===== config.mk =====
export PLATFORM = sky130hd
export DESIGN_NAME = conv_encoder
export DESIGN_NICKNAME = d
export VERILOG_FILES = /design/src/rtl/conv_encoder.sv
export SDC_FILE = /design/constraint.sdc
export NUM_CORES = 1
export LEC_CHECK = 0
export CELL_PAD_IN_SITES_DETAIL_PLACEMENT = 1
export CELL_PAD_IN_SITES_GLOBAL_PLACEMENT = 2
export CORE_ASPECT_RATIO = 2
export CORE_UTILIZATION = 35
export CTS_CLUSTER_SIZE = 30
export DETAILED_ROUTE_END_ITERATION = 10
export DONT_BUFFER_PORTS = 1
export GPL_ROUTABILITY_DRIVEN = 0
export HOLD_SLACK_MARGIN = 0.12
export PLACE_DENSITY = 0.73
export SYNTH_ARGS = -nofsm -noshare
export SYNTH_HDL_FRONTEND = slang
export SYNTH_SLANG_ARGS = --single-unit

===== constraint.sdc =====
create_clock -name clk -period 3.1 [get_ports clk]
set_input_delay 0.93 -clock clk [delete_from_list [all_inputs] [get_ports clk]]
set_output_delay 0.93 -clock clk [all_outputs]
set_load 0.02 [all_outputs]

===== src/rtl/conv_encoder.sv =====
// Rate-1/2, K=3 convolutional encoder: latches a MSG_LEN-bit message on st, encodes one bit per clock.
// Latency: st sampled at edge k -> done high in the cycle after edge k+MSG_LEN+1; one block per MSG_LEN+2 cycles.
// Backpressure: none; st is only honoured in S_IDLE. Optional serial symbol stream under ENC_SYM_STREAM_EN.
module conv_encoder #(
    parameter int         MSG_LEN = 10,
    parameter logic [2:0] G0      = 3'b111,
    parameter logic [2:0] G1      = 3'b101
) (
    input  logic                 clk,
    input  logic                 rst,
    input  logic                 st,
    input  logic [MSG_LEN-1:0]   data_in,
    output logic [2*MSG_LEN-1:0] code_out,
    output logic                 busy,
    output logic                 done
`ifdef ENC_SYM_STREAM_EN
    ,
    output logic [1:0]           sym_out,
    output logic                 sym_valid
`endif
);

    localparam int CW = (MSG_LEN > 1) ? $clog2(MSG_LEN) : 1;
    localparam logic [CW-1:0] LAST = CW'(MSG_LEN - 1);

    localparam logic [1:0] S_IDLE = 2'd0;
    localparam logic [1:0] S_ENC  = 2'd1;
    localparam logic [1:0] S_DONE = 2'd2;

    logic [1:0]           state;
    logic [MSG_LEN-1:0]   msg_reg;
    logic [2*MSG_LEN-1:0] code_reg;
    logic [1:0]           trel;      // {s1,s0}, s1 = most recent bit, matches decoder node index
    logic [CW-1:0]        cnt;
    logic                 b;
    logic [1:0]           sym;

    // Current message bit and the two code bits it produces from the trellis state
    always_comb begin
        b      = msg_reg[cnt];
        sym[1] = ^(G0 & {b, trel});
        sym[0] = ^(G1 & {b, trel});
    end

    // Control FSM, trellis state and code word accumulation; busy/done trail the state by one cycle
    always_ff @(posedge clk) begin
        if (rst) begin
            state    <= S_IDLE;
            trel     <= 2'b00;
            cnt      <= '0;
            msg_reg  <= '0;
            code_reg <= '0;
            busy     <= 1'b0;
            done     <= 1'b0;
        end else begin
            busy <= (state != S_IDLE);
            done <= (state == S_DONE);
            case (state)
                S_IDLE: begin
                    if (st) begin
                        msg_reg <= data_in;
                        trel    <= 2'b00;
                        cnt     <= '0;
                        state   <= S_ENC;
                    end
                end
                S_ENC: begin
                    code_reg[{cnt, 1'b0} +: 2] <= sym;
                    trel <= {b, trel[1]};
                    cnt  <= cnt + 1'b1;
                    if (cnt == LAST) begin
                        state <= S_DONE;
                    end
                end
                S_DONE: begin
                    state <= S_IDLE;
                end
                default: begin
                    state <= S_IDLE;
                end
            endcase
        end
    end

    assign code_out = code_reg;

`ifdef ENC_SYM_STREAM_EN
    // Serial copy of each symbol as it is written into the code word
    always_ff @(posedge clk) begin
        if (rst) begin
            sym_out   <= 2'b00;
            sym_valid <= 1'b0;
        end else begin
            sym_valid <= (state == S_ENC);
            if (state == S_ENC) begin
                sym_out <= sym;
            end
        end
    end
`endif

endmodule

==> metrics.txt <==
Final Core Density=39.1%; Cell variety after synth=41; Synthesized Nets=226; TritonCTS buffer count=5; Vias=1,459; post-synthesis sequential area ratio=roughly 43%; Clock Pin Slew Worst Setup and Hold Paths=approximately 80 ps; worst setup path class=reg2reg; met1 Resource Use GR=18.0%; # DRC=0; required time of the critical path=3330 ps; post-CTS resize count=0; Clock Path Buffers=2; final period utilization=about three quarters; H-tree depth=2; worst path cell trace=inv_1 -> ha_1 -> nor2_1 -> a32o_1 -> nand3_1 -> or4_1 -> o21ai_0; Starting Density=36.1%; GR Util met3=4.22%; status=finished, final reports clean; Leak=0.678 nW; Mapped Avg Cell Area=8.92 µm²; asr flop ratio synth=0%; CTS sink cnt=40; setup bufs post-CTS=0; compound-gate portion of the synthesized area=16.7%; most common cell after layout, fill and taps aside=dfxtp_1; ys flop type=dfxtp_1; vias in the first global route=around 1,500; dpl cells=roughly 260; top cells by area, synth=dfxtp_1 43%, nand2_1 5.7%, nand3b_1 4.5%; unrepaired setup endpoints after global routing=no; Crit Path Max Fanout=12; Antenna Nets Post-Route=0; Synth Area in XOR/XNOR=under 10%; max_cap viols=0; slowest stage delay, CP=roughly 550 ps; gr ovfl total=0; Tot GR Track Use=a little under a fifth; I/O pin total=35; Synth Instances=about 210; Slowest-stage cell, CP=dfxtp_1; HPWL Detailed=~3.4 mm; initial antenna violation count=0; CP arrival=2570 ps; FMAX=0.427 GHz; HP Class=reg2reg; n_diodes=0; most frequent cells in the layout=40 x dfxtp_1, 28 x nand2_1, 15 x a21oi_1; met2 Use GR=roughly a third; Setup TNS=0 ps; Post-CTS Hold Fix Bufs=0; Yosys top cell by area=dfxtp_1; yosys synthesis warning count=0; area of the mapped netlist=1860 µm²; final setup fails=0; vias per cell=5.53; count of final max-slew check failures=0; main combinational cell family by area after synthesis=simple AND/OR/NAND/NOR gates; drt wl/cell=roughly 17 µm; CP Launch Type=flip-flop; largest net degree at the start of global routing=49; P&R area growth vs syn=8.23%; final setup skew=7.26 ps; Worst setup EP type=flip-flop; #FFs+latches synth=40; max reg flops=20; dpl cell area=1900 µm²; FP Rows=37; fin nets=223; post-synthesis mux area share=2.83%; pwr dens=529 nW/µm²; Worst Tran Pin Value=532 ps; Non-Filler Instances=between 200 and 300; simple-gate share of the synthesized area=26.3%; DIE AREA=5610 µm²; Die Width=53.5 µm; Final Cell Area=2010 µm²; layout cells sized above 1=9.22%; area share of the largest cell type after synthesis=43.2%; Clock Latency Late Sink=~290 ps; maximum VDD drop=around 330 µV; Final Hold Fails=0; PortBufs=0; Detailed Routing Iterations Pass 1=4; Die Height=105 µm; busiest grt layer=met2; iteration-0 DRC count of the detailed router=10; final hold slack=450 ps; CTS tree=yes; WL final=4.48 mm; core area=5140 µm²; first-pass GRT wire length=roughly 7.4 mm; Post-synth EDFFs=0; root buf cell=clkbuf_8; synthesized-area fraction occupied by adder cells=3.37%; max_slew headroom=64.2%; minimum clock period=around 2300 ps
critical path: cells and delay by family, from the launching register on:
kind / cells / cell delay (ps)
compound gates: 2 / 470
flops: 1 / 550
fa+ha+maj: 1 / 270
buf+inv: 1 / 170
simple gates: 3 / 790
per-layer routing:
layer | vias up | routed length (µm)
li1 | 721 | -
met1 | 697 | 1600
met2 | 35 | 2590
met3 | 6 | 151
met4 | 0 | 133
met5 | - | 0
worst paths after layout:
check	start	end	slack, ps	cells after the start
max	cnt[1]	code_out[7]	760	7
min	msg_reg[8]	msg_reg[8]	450	2
max reg2reg	cnt[1]	code_out[7]	760	7
min reg2reg	msg_reg[8]	msg_reg[8]	450	2
Yosys cell counts (all sizes together), types with 2 or more instances:
| library cell | number |
|---|---|
| xnor2 | 2 |
| mux2i | 3 |
| and3 | 4 |
| nand2 | 28 |
| nand3 | 8 |
| dfxtp | 40 |
| nor3 | 4 |
| o21ai | 9 |
| ha | 5 |
| nand2b | 8 |
| and2 | 3 |
| o31ai | 2 |
| nor3b | 2 |
| xor2 | 2 |
| o22ai | 3 |
| or4 | 2 |
| a31oi | 2 |
| nor2b | 2 |
| o32ai | 2 |
| nand3b | 11 |
| clkbuf | 12 |
| a21oi | 15 |
| inv | 5 |
| nor2 | 14 |
| nor4b | 3 |
| a211oi | 6 |
kinds of logic (layout without fill, tap and decap cells):
| family | after synthesis | count (layout) |
|---|---|---|
| simple gates | 93 | 93 |
| xor+xnor | 4 | 4 |
| mux | 4 | 4 |
| buf+inv | 18 | 16 |
| compound gates | 44 | 44 |
| fa+ha+maj | 5 | 5 |
| flops | 40 | 40 |
power by group:
part,switching (mW),total [mW],leakage [nW],internal [mW]
Combinational,0.0612,0.101,0.298,0.0395
Sequential,0.0141,0.541,0.325,0.527
Clock,0.182,0.421,0.0552,0.239
Total,0.257,1.06,0.678,0.805
area by class of cell:
class	count	area (µm²)
clock buffer	6	72.6
multi-input combinational	150	986
tap	58	72.6
sequential	40	801
clock inverter	2	35.0
timing repair buffer	3	22.5
inverter	5	18.8
fill	621	3130
stage by stage:
| stage | worst slack (ps) | power [mW] |
|---|---|---|
| after floorplan | 1020 | 0.635 |
| final | 761 | 1.06 |
| after global placement | 866 | 0.650 |
| after CTS | 761 | 1.08 |
| after global routing | 516 | 1.11 |
| after detailed placement | 786 | 0.656 |
No activity file was read; power rests on OpenSTA's default activity.
